<file path="src/rtl/fifo_write_arbiter.sv">
// fifo_write_arbiter: round-robin arbiter for the single FIFO write port, shared by NUM_REQ producers.
// The grant is held for a burst of up to MAX_BURST words and stalls while Fifo_full is set.
`default_nettype none

module fifo_write_arbiter #(
  parameter int NUM_REQ   = 4,
  parameter int Width     = 4,
  parameter int MAX_BURST = 4,
  parameter int CNT_W     = 16,
  localparam int IDW      = (NUM_REQ > 1) ? $clog2(NUM_REQ) : 1,
  localparam int BCW      = $clog2(MAX_BURST) + 1
) (
  input  logic                     Wr_clk,
  input  logic                     reset,
  input  logic [NUM_REQ-1:0]       Req,
  input  logic [NUM_REQ*Width-1:0] Req_data,
  input  logic [NUM_REQ-1:0]       Req_last,
  input  logic                     Fifo_full,
  output logic [NUM_REQ-1:0]       Gnt,
  output logic                     Fifo_wr_en,
  output logic [Width-1:0]         Fifo_wr_data,
  output logic                     Busy,
  output logic [IDW-1:0]           Owner_id,
  output logic [CNT_W-1:0]         Wr_count
);

  typedef enum logic [0:0] {
    S_IDLE  = 1'b0,
    S_BURST = 1'b1
  } state_t;

  state_t           state_q;
  logic [IDW-1:0]   owner_q;
  logic [IDW-1:0]   last_served_q;
  logic [BCW-1:0]   beat_cnt_q;
  logic [CNT_W-1:0] wr_count_q;

  logic [IDW-1:0]   pick_d;
  logic             owner_req;
  logic             owner_last;
  logic             accept;
  logic             burst_limit;

  logic [Width-1:0] req_word [NUM_REQ];

  for (genvar gi = 0; gi < NUM_REQ; gi++) begin : g_unpack
    assign req_word[gi] = Req_data[gi*Width +: Width];
  end

  // Rotating priority: scan downwards so the lowest offset from last_served+1 wins.
  always_comb begin
    logic [IDW-1:0] idx;
    pick_d = last_served_q;
    idx    = '0;
    for (int k = NUM_REQ - 1; k >= 0; k--) begin
      idx = IDW'((int'(last_served_q) + 1 + k) % NUM_REQ);
      if (Req[idx]) pick_d = idx;
    end
  end

  assign owner_req   = Req[owner_q];
  assign owner_last  = Req_last[owner_q];
  assign accept      = (state_q == S_BURST) && owner_req && !Fifo_full;
  assign burst_limit = (beat_cnt_q == BCW'(MAX_BURST - 1));

  assign Gnt          = accept ? (NUM_REQ'(1) << owner_q) : '0;
  assign Fifo_wr_en   = accept;
  assign Fifo_wr_data = accept ? req_word[owner_q] : '0;
  assign Busy         = (state_q == S_BURST);
  assign Owner_id     = owner_q;
  assign Wr_count     = wr_count_q;

  always_ff @(posedge Wr_clk or negedge reset) begin
    if (!reset) begin
      state_q       <= S_IDLE;
      owner_q       <= '0;
      last_served_q <= IDW'(NUM_REQ - 1);
      beat_cnt_q    <= '0;
      wr_count_q    <= '0;
    end else begin
      case (state_q)
        S_IDLE: begin
          if (|Req) begin
            owner_q    <= pick_d;
            beat_cnt_q <= '0;
            state_q    <= S_BURST;
          end
        end
        S_BURST: begin
          if (!owner_req) begin
            state_q       <= S_IDLE;
            last_served_q <= owner_q;
          end else if (accept) begin
            beat_cnt_q <= beat_cnt_q + 1'b1;
            wr_count_q <= wr_count_q + 1'b1;
            if (owner_last || burst_limit) begin
              state_q       <= S_IDLE;
              last_served_q <= owner_q;
            end
          end
        end
        default: state_q <= S_IDLE;
      endcase
    end
  end

endmodule

`default_nettype wire

</file>
<file path="config.mk">
export PLATFORM = sky130hd
export DESIGN_NAME = fifo_write_arbiter
export DESIGN_NICKNAME = d
export VERILOG_FILES = /design/src/rtl/fifo_write_arbiter.sv
export SDC_FILE = /design/constraint.sdc
export NUM_CORES = 1
export LEC_CHECK = 0
export ABC_AREA = 1
export ABC_CLOCK_PERIOD_IN_PS = 1300
export CORE_MARGIN = 1
export CORE_UTILIZATION = 41
export DETAILED_ROUTE_END_ITERATION = 10
export GPL_ROUTABILITY_DRIVEN = 0
export HOLD_SLACK_MARGIN = 0.1
export PLACE_DENSITY = 0.76
export SLEW_MARGIN = 20
export SYNTH_ARGS = -nofsm -noshare
export SYNTH_HDL_FRONTEND = slang
export SYNTH_SLANG_ARGS = --single-unit
</file>
<file path="constraint.sdc">
create_clock -name Wr_clk -period 1.3 [get_ports Wr_clk]
set_input_delay 0.26 -clock Wr_clk [delete_from_list [all_inputs] [get_ports Wr_clk]]
set_output_delay 0.26 -clock Wr_clk [all_outputs]
set_load 0.05 [all_outputs]
</file>
Yosys cells after proc, flatten, opt, wreduce, memory -nomap -nowiden
Index checks and enable logic that the tools add are counted.
Cells by class
  add/sub/neg operators: 6
  shift operators: 1
  $lt $le $gt $ge: 6
  bitwise gates (word level): 2
  reductions and logical operators: 9
  eq/ne operators: 6
  multiplexer cells: 33
Operators with widths (number)
  16-bit by 1-bit adder with 16-bit output (second input constant): 1
  4-bit two-way mux: 4
  2-bit by 3-bit < comparator with 1-bit output (second input constant): 5
  2-bit two-way mux: 7
  1-bit binary-select mux with 2-bit select: 6
  1-bit two-way mux: 10
  3-bit two-way mux: 3
  3-bit AND reduction: 3
  4-bit binary-select mux with 2-bit select: 1
  2-bit by 1-bit inequality test with 1-bit output (second input constant): 4
  3-bit one-hot mux with 2 select lines: 1
  2-bit by 1-bit adder with 2-bit output (second input constant): 2
  2-bit adder (second input constant): 2
  4-bit OR reduction: 1
  1-bit by 2-bit << shifter with 4-bit output (first input constant): 1
  3-bit by 1-bit adder with 3-bit output (second input constant): 1
  3-bit by 2-bit == test with 1-bit output (second input constant): 1
  3-bit >= comparator (second input constant): 1
  2-bit inverter with 3-bit output: 1
  1-bit logical AND: 2
  2-bit inequality test (second input constant): 1
  1-bit one-hot mux with 2 select lines: 1
  2-bit AND reduction: 1
  1-bit zero test: 1
  2 further kinds: 2
Word-level totals
  logic and storage cells: 68
  input port bits: 27
  output and inout port bits: 28
  register bits: 24

Longest topological paths before layout
  depth after elaboration: 8
  mapped depth: 11
  gate-level depth less buffers: 10

Worst setup path before layout
Ideal clock, no wire load.
  path kind: reg2out
  start point: register owner_q[1], in the netlist Owner_id[1]
  end point: output Gnt[1]
  buffers on the path: 1
  cell stages (with the launch flop): 8
  arrival: 2521 ps
  path slack: -1481 ps
  data required time: 1040 ps
  cell sequence: dfrtp_1 nand2_1 o22ai_1 inv_2 nand3_1 nand2_1 buf_2 nor3_1
On the way
  cells in the longest elaborated chain, start to end: 5
  elaborated cells between the ends (all ways): 6
  classes of those cells: shift (1); mux (3); reduce/logical (2)
Ends and longest elaborated chain
  from (decl): line 33  | logic [IDW-1:0] owner_q;
  from (signal assigned): line 84  | owner_q <= pick_d;
  1-bit binary-select mux with 2-bit select: line 61  | assign owner_req = Req[owner_q];
  1-bit two-way mux (not written as such): line 61
  1-bit logical AND (2 in a row): line 63  | assign accept = (state_q == S_BURST) && owner_req && !Fifo_full;
  4-bit two-way mux (*): line 66  | assign Gnt = accept ? (NUM_REQ'(1) << owner_q) : '0;
  to (decl): line 19  | output logic [NUM_REQ-1:0] Gnt,
Every way passes the cells marked *; elsewhere a longest branch is shown, timed or not. The select of a mux whose other input is x is not followed.

Worst setup path in the final report
  start point: register owner_q[1], in the netlist Owner_id[1]
  end point: output Fifo_wr_en
On the way
  cells in the longest elaborated chain, start to end: 4
Ends and longest elaborated chain
  1-bit binary-select mux with 2-bit select: line 61
  1-bit two-way mux (not written as such): line 61
  1-bit logical AND (2 in a row): line 63
  to (decl): line 20  | output logic Fifo_wr_en,
Every way passes these cells. The select of a mux whose other input is x is not followed.

==> reports/qor.txt <==
Outcome -> finished, violations left
Violated checks -> negative setup slack
Max Slew Vio Count -> 0
Max clock buf depth -> 2
Tmin final -> 2110 ps
CP max-delay cell -> dfrtp_4
Sequential power share -> 0.183
Share of cells above drive strength 1 -> 0.448
Post-CTS Hold Fix Bufs -> 0
Antenna diodes -> 0
Max_cap viols -> 0
HP Class -> primary input to async pin
Vias in the first global route -> 2324
Die ar. -> 0.00432 mm^2
Port bufs -> 54
Post-route antenna net violation count -> 0
Synth top area share -> 0.331
Final WS setup -> -813 ps
Wire per inst -> 21.8 um
Die X-Extent -> 65.7 um
Initial antenna violation count -> 0
GRT Util Overall -> 0.348
Drt drc -> 0
Clock Latency Late Sink -> 280 ps
Fmax -> 473 MHz
Largest net degree at the start of global routing -> 25
Num CTS Buffers -> 3
Final instance area -> 0.00345 mm^2
Critical path arrival -> 1850 ps
Sw Ratio -> 0.485
RSZ-0062 raised after global routing -> true
Total chip power -> 7190 uW
Synth Area in Simple Gates -> 0.409
Iter 0 DRT Violations -> 259
Pwr dens -> 2090 mW/mm^2
FF+latch count, synth -> 24
Yosys cell types -> 20
Clock sinks -> 24
Detailed Routing Iterations Pass 1 -> 7
Top-level I/O count -> 55
Die height -> 65.7 um
Layout Nets -> 406
Clk slew on worst S/H paths -> 90 ps
Critical Path Start Type -> flop
Starting Density -> 0.441
Synth Area in Compound Gates -> 0.0519
Final Cycle Share -> 1.63
Setup Viol. Count Final -> 40
Setup Skew -> 3.99 ps
H-tree depth -> 1
Synth top area cells -> dfrtp_1, nand2_1, nand3_1, inv_1, xor2_1
Switch Pwr -> 3490 uW
Post-synthesis mux area share -> 0
Max_slew headroom -> 0.672
Crit path buffers/inverters -> 5
Worst path max stage delay -> 570 ps
CTS tree -> built
Synth Area in Adders -> 0.0226
Synthesized net count -> 286
Synth Area in XOR/XNOR -> 0.0684
Setup TNS -> -19810 ps
CP Cell Sequence -> inv_6, nand2_4, o22ai_2, inv_2, nand3_4, nand2_8, buf_8, inv_2, buf_12
Largest family of logic cells by synthesized area -> simple AND/OR/NAND/NOR gates
Combinational share of power -> 0.721
Total wire length -> 9.21 mm
CP top delay family -> buffers and inverters
Max VDD drop -> 0.00183 V
Slew @ Worst Pin -> 488 ps
Area of the core -> 0.00377 mm^2
Final hold vios -> 0
CP Max Fanout -> 6
Mean post-synth cell area -> 6.50 um^2
Row count -> 22
Vias -> 2590
Area delta synth->final -> 107%
Global-route wire length before repair -> 11.2 mm
Ys Warns -> 0
Synthesized area -> 0.00166 mm^2
Internal -> 3700 uW
Register area share after synthesis -> 0.362
Synthesized instance count -> 256
Critical path's most frequent cell -> inv_2
Clock power share -> 0.097
Critical Path End Type -> output port
Placed Area -> 0.00308 mm^2
Cell accounting for the most synthesized area -> dfrtp_1
Worst EP required -> 1040 ps
GRT overflow -> 0
Final HPWL DP -> 4.33 mm
Leakage -> 0.00164 uW
Crit path kind -> flop to output port
Vias/cell -> 6.12
Clk root buf -> clkbuf_8
cell usage after synthesis:
cell type and instances:
xor2_1 8, buf_4 1, a22oi_1 4, o21ai_1 3, nand2_1 115, a21oi_1 7, buf_2 3, nor2_2 2
inv_1 25, buf_6 1, nor3_1 9, o22ai_1 1, ha_1 3, inv_2 4, nand3_1 20, dfstp_2 2
nand4_1 5, xnor2_1 5, dfrtp_1 22, nor2_1 16
metrics by stage:
stage | std cells | setup WS, ps | utilization | hold slack (ps)
floorplan | 256 | -678 | - | -35.6
global placement | 407 | -602 | 0.816 | 484
detailed placement | 407 | -654 | 0.816 | 492
CTS | 414 | -681 | 0.862 | 337
global route | 423 | -852 | 0.914 | 342
finish | 423 | -813 | 0.914 | 325
flip-flops by register name, summed over array words and instances, names as in the netlist:
name,cells
Owner_id,2
Busy,1
last_served_q,2
beat_cnt_q,3
Wr_count,16
cell usage in the layout, fill, tap and decap left out, types with 3 or more instances in the layout:
cell type         n
clkbuf_8          3
nand4_1           5
clkdlybuf4s50_1  25
nor2_1            9
nand2_2          26
dfrtp_2           7
a21oi_1           4
dfrtp_1          13
inv_2             3
nand2_1          87
nor2_4            8
nor3_1            7
a22oi_1           4
a21oi_2           3
buf_6             8
xnor2_1           5
nand3_1          13
xor2_1            8
nand3_2           6
inv_1            23
buf_12           31
buf_4            53
worst paths after layout:
path                                   from  cells after the start  slack, ps               end
max reg2reg                     Owner_id[1]                     11       -670       Wr_count[0]
max in group asynchronous             reset                      2        750  last_served_q[1]
min                                   reset                      2        320      Wr_count[13]
max                             Owner_id[1]                      9       -810        Fifo_wr_en
min reg2reg                last_served_q[1]                      2        560  last_served_q[1]
min in group Wr_clk        last_served_q[1]                      2        560  last_served_q[1]
logic make-up after synthesis:
| family | after synthesis |
|---|---|
| fa+ha+maj | 3 |
| xor+xnor | 13 |
| simple gates | 167 |
| flops | 24 |
| buf+inv | 34 |
| compound gates | 15 |
what timing repair did:
| item | 4_1_cts | 5_1_grt |
|---|---|---|
| cloned | 0 | 1 |
| setup buffers | 3 | 8 |
| pin swaps | 9 | 13 |
| setup endpoints to repair | 35 | 40 |
| gates resized for setup | 19 | 36 |
metal layers:
layer	wire, um	global-route usage	vias to the layer above	share of wire
met5	0	0	-	0
met4	660	0.193	0	0.072
met3	1000	0.0816	78	0.11
met2	4400	0.575	241	0.48
met1	3150	0.411	1228	0.34
li1	-	-	1043	-
power by group through the flow:
stage / clock [uW] / combinational (uW) / sequential, uW
floorplan: 0 / 1750 / 1670
global placement: 0 / 3890 / 1260
detailed placement: 0 / 4000 / 1280
global route: 702 / 5390 / 1310
CTS: 663 / 4330 / 1250
finish: 694 / 5180 / 1310
cell type report:
| cell class | count | area, um^2 |
|---|---|---|
| Clock buffer | 3 | 41.3 |
| Clock inverter | 1 | 30.0 |
| Fill cell | 144 | 325 |
| Inverter | 29 | 121 |
| Multi-Input combinational cell | 198 | 1170 |
| Sequential cell | 24 | 619 |
| Tap cell | 48 | 60.1 |
| Timing Repair Buffer | 120 | 1410 |
(Power assumes the default switching activity.)
